===== config.mk =====
export PLATFORM = sky130hd
export DESIGN_NAME = lsu_mem_ctrl
export DESIGN_NICKNAME = d
export VERILOG_FILES = /design/src/rtl/lsu_mem_ctrl_pkg.sv /design/src/rtl/lsu_lane_align.sv /design/src/rtl/lsu_mem_ctrl.sv
export SDC_FILE = /design/constraint.sdc
export NUM_CORES = 1
export LEC_CHECK = 0
export ABC_CLOCK_PERIOD_IN_PS = 2450
export CORE_ASPECT_RATIO = 1.5
export CORE_MARGIN = 1
export CORE_UTILIZATION = 47
export CTS_CLUSTER_DIAMETER = 100
export DETAILED_ROUTE_END_ITERATION = 10
export GPL_TIMING_DRIVEN = 1
export PLACE_DENSITY = 0.8
export REMOVE_ABC_BUFFERS = 1
export SYNTH_ARGS = -nofsm -noshare
export SYNTH_HDL_FRONTEND = slang
export SYNTH_SLANG_ARGS = --single-unit
export TNS_END_PERCENT = 1

===== constraint.sdc =====
create_clock -name clk -period 2.45 [get_ports clk]
set_input_delay 0.49 -clock clk [delete_from_list [all_inputs] [get_ports clk]]
set_output_delay 0.49 -clock clk [all_outputs]
set_load 0.01 [all_outputs]

===== src/rtl/lsu_mem_ctrl_pkg.sv =====
// Shared encodings for the load/store memory controller: access sizes,
// controller states, the default response timeout and the alignment rule.
package lsu_mem_ctrl_pkg;

    localparam int TIMEOUT_DEFAULT = 255;

    typedef enum logic [1:0] {
        SZ_B = 2'd0,
        SZ_H = 2'd1,
        SZ_W = 2'd2,
        SZ_D = 2'd3
    } size_e;

    typedef enum logic [1:0] {
        ST_IDLE = 2'd0,
        ST_REQ  = 2'd1,
        ST_WAIT = 2'd2,
        ST_RESP = 2'd3
    } state_e;

    // An access is misaligned when it is not naturally aligned to its own size.
    function automatic logic is_misaligned(input logic [2:0] off, input size_e size);
        logic mis;
        case (size)
            SZ_B:    mis = 1'b0;
            SZ_H:    mis = (off[0] != 1'b0);
            SZ_W:    mis = (off[1:0] != 2'b00);
            SZ_D:    mis = (off != 3'b000);
            default: mis = 1'b0;
        endcase
        return mis;
    endfunction

endpackage


===== src/rtl/lsu_lane_align.sv =====
// Byte-lane steering for stores and lane extraction plus sign/zero extension
// for loads within one aligned 8-byte bus word. Purely combinational.
module lsu_lane_align
    import lsu_mem_ctrl_pkg::*;
(
    input  logic [2:0]  off,
    input  size_e       size,
    input  logic        load_unsigned,
    input  logic [63:0] wdata,
    input  logic [63:0] rdata,
    output logic [63:0] wdata_lane,
    output logic [7:0]  wmask,
    output logic [63:0] load_data
);

    logic [5:0]  shamt_s;
    logic [63:0] rshift_s;

    // Shift store data up to its lane and bring the addressed load lane down to bit 0.
    always_comb begin
        shamt_s    = {off, 3'b000};
        wdata_lane = wdata << shamt_s;
        rshift_s   = rdata >> shamt_s;
        wmask      = 8'hFF;
        load_data  = rdata;
        case (size)
            SZ_B: begin
                wmask     = 8'h01 << off;
                load_data = load_unsigned ? {56'd0, rshift_s[7:0]}
                                          : {{56{rshift_s[7]}}, rshift_s[7:0]};
            end
            SZ_H: begin
                wmask     = 8'h03 << off;
                load_data = load_unsigned ? {48'd0, rshift_s[15:0]}
                                          : {{48{rshift_s[15]}}, rshift_s[15:0]};
            end
            SZ_W: begin
                wmask     = 8'h0F << off;
                load_data = load_unsigned ? {32'd0, rshift_s[31:0]}
                                          : {{32{rshift_s[31]}}, rshift_s[31:0]};
            end
            SZ_D: begin
                wmask     = 8'hFF;
                load_data = rdata;
            end
            default: begin
                wmask     = 8'hFF;
                load_data = rdata;
            end
        endcase
    end

endmodule


===== src/rtl/lsu_mem_ctrl.sv =====
// Load/store unit memory controller: accepts one EXU request, runs a single
// valid/ready bus transaction with a response timeout, and returns to WBU.
module lsu_mem_ctrl
    import lsu_mem_ctrl_pkg::*;
#(
    parameter int XLEN    = 64,
    parameter int TIMEOUT = TIMEOUT_DEFAULT
) (
    input  logic            clk,
    input  logic            rst,
    input  logic            req_valid,
    output logic            req_ready,
    input  logic [XLEN-1:0] req_addr,
    input  logic            req_wen,
    input  logic [1:0]      req_size,
    input  logic            req_unsigned,
    input  logic [XLEN-1:0] req_wdata,
    output logic            mem_valid,
    input  logic            mem_ready,
    output logic [XLEN-1:0] mem_addr,
    output logic            mem_wen,
    output logic [XLEN-1:0] mem_wdata,
    output logic [7:0]      mem_wmask,
    input  logic            mem_rsp_valid,
    input  logic [XLEN-1:0] mem_rdata,
    output logic            resp_valid,
    input  logic            resp_ready,
    output logic [XLEN-1:0] resp_rdata,
    output logic            resp_err
);

    localparam logic [7:0] TO_LAST = 8'(TIMEOUT - 1);

    state_e            state_r;
    state_e            state_s;
    logic [XLEN-1:0]   addr_r;
    logic              wen_r;
    size_e             size_r;
    logic              uns_r;
    logic [XLEN-1:0]   wdata_r;
    logic [XLEN-1:0]   rdata_r;
    logic              err_r;
    logic [7:0]        cnt_r;

    logic              req_mis_s;
    logic [XLEN-1:0]   wdata_lane_s;
    logic [7:0]        wmask_s;
    logic [XLEN-1:0]   load_data_s;
    logic [XLEN-1:0]   rsp_data_s;
    logic              timeout_s;

    lsu_lane_align u_align (
        .off           (addr_r[2:0]),
        .size          (size_r),
        .load_unsigned (uns_r),
        .wdata         (wdata_r),
        .rdata         (mem_rdata),
        .wdata_lane    (wdata_lane_s),
        .wmask         (wmask_s),
        .load_data     (load_data_s)
    );

    assign req_mis_s  = is_misaligned(req_addr[2:0], size_e'(req_size));
    assign rsp_data_s = wen_r ? {XLEN{1'b0}} : load_data_s;
    assign timeout_s  = (cnt_r == TO_LAST);

    // State register.
    always_ff @(posedge clk) begin
        if (rst) begin
            state_r <= ST_IDLE;
        end else begin
            state_r <= state_s;
        end
    end

    // Next-state logic.
    always_comb begin
        state_s = state_r;
        case (state_r)
            ST_IDLE: begin
                if (req_valid) begin
                    state_s = req_mis_s ? ST_RESP : ST_REQ;
                end else begin
                    state_s = ST_IDLE;
                end
            end
            ST_REQ: begin
                if (mem_ready) begin
                    state_s = mem_rsp_valid ? ST_RESP : ST_WAIT;
                end else begin
                    state_s = ST_REQ;
                end
            end
            ST_WAIT: begin
                if (mem_rsp_valid || timeout_s) begin
                    state_s = ST_RESP;
                end else begin
                    state_s = ST_WAIT;
                end
            end
            ST_RESP: begin
                if (resp_ready) begin
                    state_s = ST_IDLE;
                end else begin
                    state_s = ST_RESP;
                end
            end
            default: state_s = ST_IDLE;
        endcase
    end

    // Request latch, response capture and timeout counter.
    always_ff @(posedge clk) begin
        if (rst) begin
            addr_r  <= {XLEN{1'b0}};
            wen_r   <= 1'b0;
            size_r  <= SZ_B;
            uns_r   <= 1'b0;
            wdata_r <= {XLEN{1'b0}};
            rdata_r <= {XLEN{1'b0}};
            err_r   <= 1'b0;
            cnt_r   <= 8'd0;
        end else begin
            case (state_r)
                ST_IDLE: begin
                    if (req_valid) begin
                        addr_r  <= req_addr;
                        wen_r   <= req_wen;
                        size_r  <= size_e'(req_size);
                        uns_r   <= req_unsigned;
                        wdata_r <= req_wdata;
                        rdata_r <= {XLEN{1'b0}};
                        err_r   <= req_mis_s;
                    end
                end
                ST_REQ: begin
                    if (mem_ready) begin
                        cnt_r <= 8'd0;
                        if (mem_rsp_valid) begin
                            rdata_r <= rsp_data_s;
                            err_r   <= 1'b0;
                        end
                    end
                end
                ST_WAIT: begin
                    if (mem_rsp_valid) begin
                        rdata_r <= rsp_data_s;
                        err_r   <= 1'b0;
                    end else if (timeout_s) begin
                        rdata_r <= {XLEN{1'b0}};
                        err_r   <= 1'b1;
                    end else begin
                        cnt_r <= cnt_r + 8'd1;
                    end
                end
                ST_RESP: begin
                    cnt_r <= cnt_r;
                end
                default: begin
                    cnt_r <= 8'd0;
                end
            endcase
        end
    end

    // Outputs come straight from state and latched registers; loads never assert byte enables.
    assign req_ready  = (state_r == ST_IDLE);
    assign mem_valid  = (state_r == ST_REQ);
    assign resp_valid = (state_r == ST_RESP);
    assign mem_addr   = {addr_r[XLEN-1:3], 3'b000};
    assign mem_wen    = wen_r;
    assign mem_wdata  = wdata_lane_s;
    assign mem_wmask  = wen_r ? wmask_s : 8'h00;
    assign resp_rdata = rdata_r;
    assign resp_err   = err_r;

endmodule


==> After elaboration in Yosys (flattened, before gate mapping) <==
Cells that the tools add are included.
{ "classes": {"addsub": 1, "eq_ne": 16, "n_shift": 5, "mux": 31, "reduce_logical": 11} }
{ "ops": {"columns": ["operator", "n"], "rows": [
  ["$mux 64", 9],
  ["$pmux 64 s4", 1],
  ["$pmux 64 s3", 1],
  ["$shl 64x6->64", 1],
  ["$shr 64x6->32", 1],
  ["$mux 8", 4],
  ["$pmux 8 s4", 1],
  ["$pmux 8 s2", 1],
  ["$eq 2x2->1 const B", 6],
  ["$add 8x1->8 const B", 1],
  ["$eq 8x8->1 const B", 1],
  ["$mux 2", 4],
  ["$pmux 2 s4", 1],
  ["$shl 1x3->8 const A", 1],
  ["$shl 2x3->8 const A", 1],
  ["$shl 4x3->8 const A", 1],
  ["$mux 1", 7],
  ["$eq 2x1->1 const B", 3],
  ["$logic_not 2->1", 3],
  ["$ne 2x2->1 const B", 3],
  ["$reduce_bool 3->1", 2],
  ["$reduce_and 5->1", 1],
  ["$ne 2x1->1 const B", 2],
  ["$pmux 1 s4", 1],
  ["6 further kinds", 7]
]} }
{ "word_totals": {"register_bits": 207, "inputBits": 202, "output_inout_bits": 205, "elab_cells": 73} }

==> Logic depth before layout (Yosys ltp) <==
Gate-level depths: netlist of run 1.
{ "logic_depth": {"ltp_word": 7, "ltp_mapped": 9, "mapped_depth_nobuf": 7} }

==> By module <==
From an unflattened synthesis of run 1, not the netlist that was laid out.
{ "hier_totals": {"hier_cells": 1572, "area_unflattened_um2": 12684.7} }
{ "by_module_without_submodules": {"columns": ["mod", "instances", "cells_per_inst", "area_per_inst_um2", "seq_area_each_um2"], "rows": [
  ["lsu_mem_ctrl", 1, 1019, 8475.6, 4144.0],
  ["lsu_lane_align", 1, 553, 4209.0, 0.0]
]} }

==> Least setup slack after synthesis of run 1 <==
Ideal clock, no wire load.
{ "synth_timing": {"path_kind": "flip-flop to output port", "start": "register addr_r[0]", "end": "output port mem_wdata[53]", "arrival_time_ns": 1.773, "setup_slack_ns": 0.187, "stages_incl_launch_ff": 9, "n_path_buf": 6, "path_cell_list": "dfxtp_1 buf_6 buf_4 buf_4 buf_4 buf_2 buf_2 o21ai_0 o21ai_0"} }
{ "synth_between": {"elab_chain_len": 1} }
{ "synth_lines": {"columns": ["item", "line_no", "source"], "rows": [
  ["from (decl)", "lsu_mem_ctrl.sv:36", "logic [XLEN-1:0] addr_r;"],
  ["from (signal assigned)", "lsu_mem_ctrl.sv:115", "addr_r <= {XLEN{1'b0}};"],
  ["from (signal assigned)", "lsu_mem_ctrl.sv:127", "addr_r <= req_addr;"],
  ["$shl 64x6->64", "lsu_lane_align.sv:22", "wdata_lane = wdata << shamt_s;"],
  ["to (decl)", "lsu_mem_ctrl.sv:22", "output logic [XLEN-1:0] mem_wdata,"]
]} }
Every way passes these cells.

==> Worst setup path in the final report of run 1 <==
{ "layout_timing": {"start": "register addr_r[0]", "end": "output port mem_wdata[44]"} }
The elaborated chain is that of the path after synthesis.

==> results of run 1 <==
-- critical path: cells and delay by family, from the launching register on --
family,cells,cell delay [ns]
mux,1,0.50
flops,1,0.40
compound gates,1,0.10
buf+inv,4,0.55
simple gates,1,0.08
-- how the worst min path moves through the flow --
stage	start	end	slack, ns
after CTS	rst	resp_rdata[7]$_SDFFE_PP0P_	0.32
after global routing	rst	resp_rdata[27]$_SDFFE_PP0P_	0.36
final	rst	resp_rdata[7]$_SDFFE_PP0P_	0.34
after detailed placement	resp_rdata[37]$_SDFFE_PP0P_	resp_rdata[37]$_SDFFE_PP0P_	0.44
after global placement	resp_rdata[19]$_SDFFE_PP0P_	resp_rdata[19]$_SDFFE_PP0P_	0.44
after floorplan	wdata_r[48]$_SDFFE_PP0P_	wdata_r[48]$_SDFFE_PP0P_	0.43
-- repair_timing --
action | 4_1_cts | 5_1_grt
hold buffers | 0 | 0
endpoints found under the setup margin | 76 | 84
gates resized for setup | 252 | 95
setup buffers | 8 | 11
pin swaps | 2 | 1
gates cloned | 4 | 0
hold endpoints to repair | 0 | 0
-- layout make-up --
type | instances | area [sq um]
Fill cell | 2024 | 7660
Multi-Input combinational cell | 1093 | 6979
Timing Repair Buffer | 513 | 5004
Sequential cell | 207 | 4156
Clock buffer | 32 | 680.7
Tap cell | 328 | 410.4
Clock inverter | 7 | 85.08
Inverter | 19 | 73.82
Antenna cell | 1 | 2.502
-- synth_stat cells, types with 10 or more instances --
cell type	number	area, sq um
a21oi_1	182	910.9
a2111oi_0	35	306.5
buf_2	23	115.1
buf_4	78	585.6
inv_1	18	67.56
o21ai_1	15	75.07
o22ai_1	10	62.56
ha_1	11	137.6
clkbuf_1	77	289.0
o21ai_0	90	450.4
mux2i_1	99	991.0
and3_1	14	87.58
nor2_1	58	217.7
dfxtp_1	207	4144
a22oi_1	14	105.1
mux2_2	29	326.6
nor2b_1	20	125.1
mux4_2	22	495.5
nand2_1	381	1430
-- sequential cells by signal (all words and copies together), names as in the netlist --
| signal | flops |
|---|---|
| state_r | 2 |
| uns_r | 1 |
| resp_rdata | 64 |
| wdata_r | 64 |
| addr_r | 64 |
| mem_wen | 1 |
| size_r | 2 |
| resp_err | 1 |
| cnt_r | 8 |
-- power by group --
group          internal (mW)  switching [mW]
sequential              3.74           0.327
combinational           2.32            2.60
clock                   2.13            1.41
total                   8.20            4.34
-- metrics by stage --
step           setup TNS [ns]    util  worst slack, ns  cell area, sq um
6_report               -1.338  0.6942          -0.1984             17390
3_5_place_dp           -3.431  0.6482          -0.3050             16240
3_3_place_gp         -0.04102  0.6482         -0.02458             16240
5_1_grt                -3.642  0.6942          -0.2526             17390
2_1_floorplan         -512.28       -           -3.825             10880
4_1_cts                -3.557  0.6878          -0.2565             17230
-- per-layer routing --
metal / wire (um) / vias to the layer above / track usage
met2: 21950 / 644 / 0.5822
li1: - / 5892 / -
met5: 0 / - / 0
met1: 15270 / 5940 / 0.3412
met4: 2317 / 0 / 0.1843
met3: 3641 / 146 / 0.07519
-- kinds of logic (layout without fill, tap and decap cells) --
group,count (synthesis),after routing,synth area share
AND/OR/NAND/NOR,511,511,0.1768
adder cells (fa/ha/maj),11,11,0.01151
multiplexers,151,151,0.1526
flip-flops,207,207,0.3467
buffers and inverters,211,571,0.09650
AO/OA/AOI/OAI,410,410,0.2105
other,1,4,0.0003137
XOR/XNOR,7,7,0.005129
==> flow_summary.ini, run 1 <==
[grt]
grt_remaining_overflow = 0
grt_pass1_wl_mm = 66.72
track_usage = 0.3217
antenna_found_initial = 1
grt_max_degree = 123
grt_pass1_vias = 12690

[clock_tree]
clock_sinks = 207
cts_tree = built
htreeDepth = 1
clk_pin_slew_ns = 0.06
cts_root_buf = clkbuf_16
clock_latency_ns = 0.53
cts_made_buffers = 22
clockBufferDepth = 3

[synthesis]
synth_edf_count = 0
synth_flop_cell = dfxtp_1
ys_warn_count = 0
synth-seq-area-share = 0.3467
avgSynthCellArea_sq_um = 7.922
netlist_instances = 1509
async_reset_ff_frac = 0
ys_ff_latch = 207
synth_cell_types = 63
synth_area_sq_mm = 0.01195

[critical_path]
reg2reg_to = resp_rdata[58]$_SDFFE_PP0P_
max_stage_delay_ns = 0.50
worstSetupPathType = reg -> out
slowest_stage = mux4_2
critPathLaunch = addr_r[0]$_SDFFE_PP0P_
endpoint_kind = output pin
reg2reg_depth = 8
path_cells = buf_4 > buf_4 > mux4_2 > nand2_1 > o21ai_0 > buf_4 > buf_4
r2r_slack_ns = 0.06
cp-start-kind = flip-flop
crit_arrival_ns = 2.16
cp_max_fo = 5
critPathMostFrequentCell = buf_4
crit_required_ns = 1.96
r2r_start = addr_r[0]$_SDFFE_PP0P_
endpoint = mem_wdata[44]

[drt]
wl_per_cell_um = 19.63
drtAntennaViolNets = 0
routed_wl_mm = 43.18
drc = 0
vias = 12620
via_per_inst = 5.737
drtPass1Iterations = 5
drt_iter0_drc = 918

[timing]
setup_ws_ns = -0.1984
finalClockSkew_ns = 0.01240
post-route-min-period_ns = 2.648
slew_violations = 0
setup_viol = 26
rsz0062_at_grt = yes
hold_viol = 0
timing.final.crit_share = 1.081
holdWs_ns = 0.3423
max_slew.worst_pin.slew_ns = 0.6712
slew-limit-headroom = 0.5525
max_freq_mhz = 377.6

[run]
max_cap_viol_count = 0

[final_layout]
nets = 2069
syn2layout_area_growth_pct = 45.49
layout.cells.non_filler = 2200
final_common_cell = nand2_1
final_cell_mix = nand2_1, clkdlybuf4s50_1, dfxtp_1
drive_above_1_share = 0.1753

[pwr]
max-vdd-ir-drop_v = 0.0007444
p_per_area_mw_per_mm2 = 720.9
finalPower_mw = 12.54
leakage_nw = 6.506

[min_path]
hold_path.class = in -> reg
hold_depth = 2

[placed_design]
gp_congestion = 0.9043
io_buffers = 403
placed_cells = 2137
hpwl_mm = 30.41

[die]
die_height_um = 197.3
dieArea_sq_mm = 0.02609
core_area_sq_mm = 0.02505
die_w_um = 132.2
ios = 407
start_util = 0.4772
placementRows = 71

[status]
outcome = finished with violations
violations = negative setup slack
No activity file was read; power rests on OpenSTA's default activity.
==> inputs of run 2 (changes only) <==
CORE_UTILIZATION = 48   (was 47)
CTS_BUF_LIST = sky130_fd_sc_hd__clkbuf_4 sky130_fd_sc_hd__clkbuf_8   (was default)
PLACE_DENSITY = 0.82   (was 0.8)
==> run 2 against run 1 <==
  * The run still ends with negative setup slack left
  * Register-to-register slack hardly changed
  * Non-clock buffer count grew 3
  * Sequential power about the same
  * Maximum frequency grew 3.7%
  * Count of clock-buffer cells in the layout grew 19
  * Wire length rose by 3.2%
  * Clock skew down 0.0042 ns
  * Critical path depth fell by 2
  * Largest power group unchanged
==> flow_summary.ini, run 2 (synthesis results as in run 1) <==
[clock_tree]
cts_made_buffers = 36
clock_sinks = 207
clock_latency_ns = 0.56
clk_pin_slew_ns = 0.06
cts_root_buf = clkbuf_8
cts_tree = built
clockBufferDepth = 3
htreeDepth = 2

[grt]
antenna_found_initial = 0
grt_max_degree = 133
grt_remaining_overflow = 0
grt_pass1_vias = 12970
track_usage = 0.3355
grt_pass1_wl_mm = 66.73

[timing]
hold_viol = 0
rsz0062_at_grt = yes
post-route-min-period_ns = 2.554
setup_ws_ns = -0.1036
slew-limit-headroom = 0.5620
timing.final.crit_share = 1.042
setup_viol = 24
max_freq_mhz = 391.6
slew_violations = 0
finalClockSkew_ns = 0.008234
max_slew.worst_pin.slew_ns = 0.6404

[status]
violations = negative setup slack
outcome = finished with violations

[final_layout]
syn2layout_area_growth_pct = 47.26
fill_cells = 1809
drive_above_1_share = 0.1999
fin_util = 0.7204
final_cell_mix = nand2_1, clkdlybuf4s50_1, dfxtp_1
multi_input_area_sq_mm = 0.007056
final_common_cell = nand2_1
seq_area_sq_mm = 0.004155
nets = 2086
diodes = 0

[die]
die_height_um = 195.3
placementRows = 70
start_util = 0.4892
ios = 407
core_area_sq_mm = 0.02444
dieArea_sq_mm = 0.02555
die_w_um = 130.9

[pwr]
max-vdd-ir-drop_v = 0.0005979
leakage_nw = 6.552
p_per_area_mw_per_mm2 = 715.1

[drt]
vias = 13150
drt_iter0_drc = 1027
via_per_inst = 5.909
wl_per_cell_um = 20.04
routed_wl_mm = 44.58
drtAntennaViolNets = 0
drtPass1Iterations = 7
drc = 0

[critical_path]
r2r_start = addr_r[0]$_SDFFE_PP0P_
endpoint_kind = output pin
crit_required_ns = 1.96
reg2reg_to = resp_rdata[20]$_SDFFE_PP0P_
cp-start-kind = flip-flop
crit_arrival_ns = 2.06
worstSetupPathType = reg -> out
reg2reg_depth = 7
cp_max_fo = 8
r2r_slack_ns = 0.06

[min_path]
hold_path.class = in -> reg
hold_depth = 2
holdPathEnd = resp_err$_SDFFE_PP0P_
worstHoldStart = rst

[placed_design]
pre_cts_slack_ns = -0.07619
gp_congestion = 0.9160
hpwl_mm = 30.05
io_buffers = 403

[run]
max_cap_viol_count = 0
run 2: cell type report:
type | instances | area share
Multi-Input combinational cell | 1093 | 0.4008
Tap cell | 324 | 0.02303
Sequential cell | 207 | 0.2361
Timing Repair Buffer | 516 | 0.2911
Clock buffer | 51 | 0.03703
Inverter | 19 | 0.004762
Clock inverter | 15 | 0.007179
run 2: through the flow:
stage,setup TNS (ns),instances,hold slack [ns],area (sq um),power [mW]
final,-0.9303,2225,0.2639,17600,12.59
after floorplan,-512.28,1319,0.4278,10880,6.454
after detailed placement,-0.8835,2126,0.4434,16190,8.783
after global routing,-3.399,2225,0.2474,17600,13.17
after global placement,-0.002511,2126,0.4372,16190,8.681
after CTS,-3.610,2211,0.2283,17340,12.37
run 2: timing repair:
action	CTS	global route
pin swaps	4	14
resized for setup	275	132
hold buffers	0	0
gates cloned	5	3
setup buffers	14	12
endpoints found under the setup margin	72	120
run 2: how the worst max path moves through the flow:
stage | startpoint | endpoint | slack [ns] | depth (start not counted)
4_1_cts | addr_r[1]$_SDFFE_PP0P_ | mem_wdata[36] | -0.19 | 5
5_1_grt | addr_r[0]$_SDFFE_PP0P_ | mem_wdata[40] | -0.14 | 5
3_3_place_gp | mem_rdata[15] | resp_rdata[56]$_SDFFE_PP0P_ | -0.003 | 7
3_5_place_dp | mem_rdata[15] | resp_rdata[42]$_SDFFE_PP0P_ | -0.08 | 7
6_report | addr_r[0]$_SDFFE_PP0P_ | mem_wdata[40] | -0.10 | 5
2_1_floorplan | addr_r[0]$_SDFFE_PP0P_ | resp_rdata[23]$_SDFFE_PP0P_ | -3.83 | 5
run 2: report_power, final:
part | leakage, nW | internal [mW] | switching (mW)
Combinational | 4.46 | 2.39 | 2.66
Clock | 0.402 | 1.94 | 1.52
Sequential | 1.69 | 3.75 | 0.331
Total | 6.55 | 8.07 | 4.51
run 2: per-layer routing:
layer  GRT usage  vias up  routed length, um
li1            -     5956                  -
met1      0.3407     6206              15290
met2      0.5944      780              22560
met3     0.09342      206               3999
met4      0.2069        0               2729
met5           0        -                  0
run 2: worst max-delay path: stages (launching register included):
cell and delay [ns]:
dfxtp_4 0.42, buf_12 0.15, mux4_2 0.49, nand2_1 0.08, o21ai_0 0.10, clkdlybuf4s15_1 0.26
==> inputs of run 3 (changes only) <==
CAP_MARGIN = 10   (was default)
==> results of run 3 <==
Same layout as run 2: the final DEF is identical, and so are final timing and power.
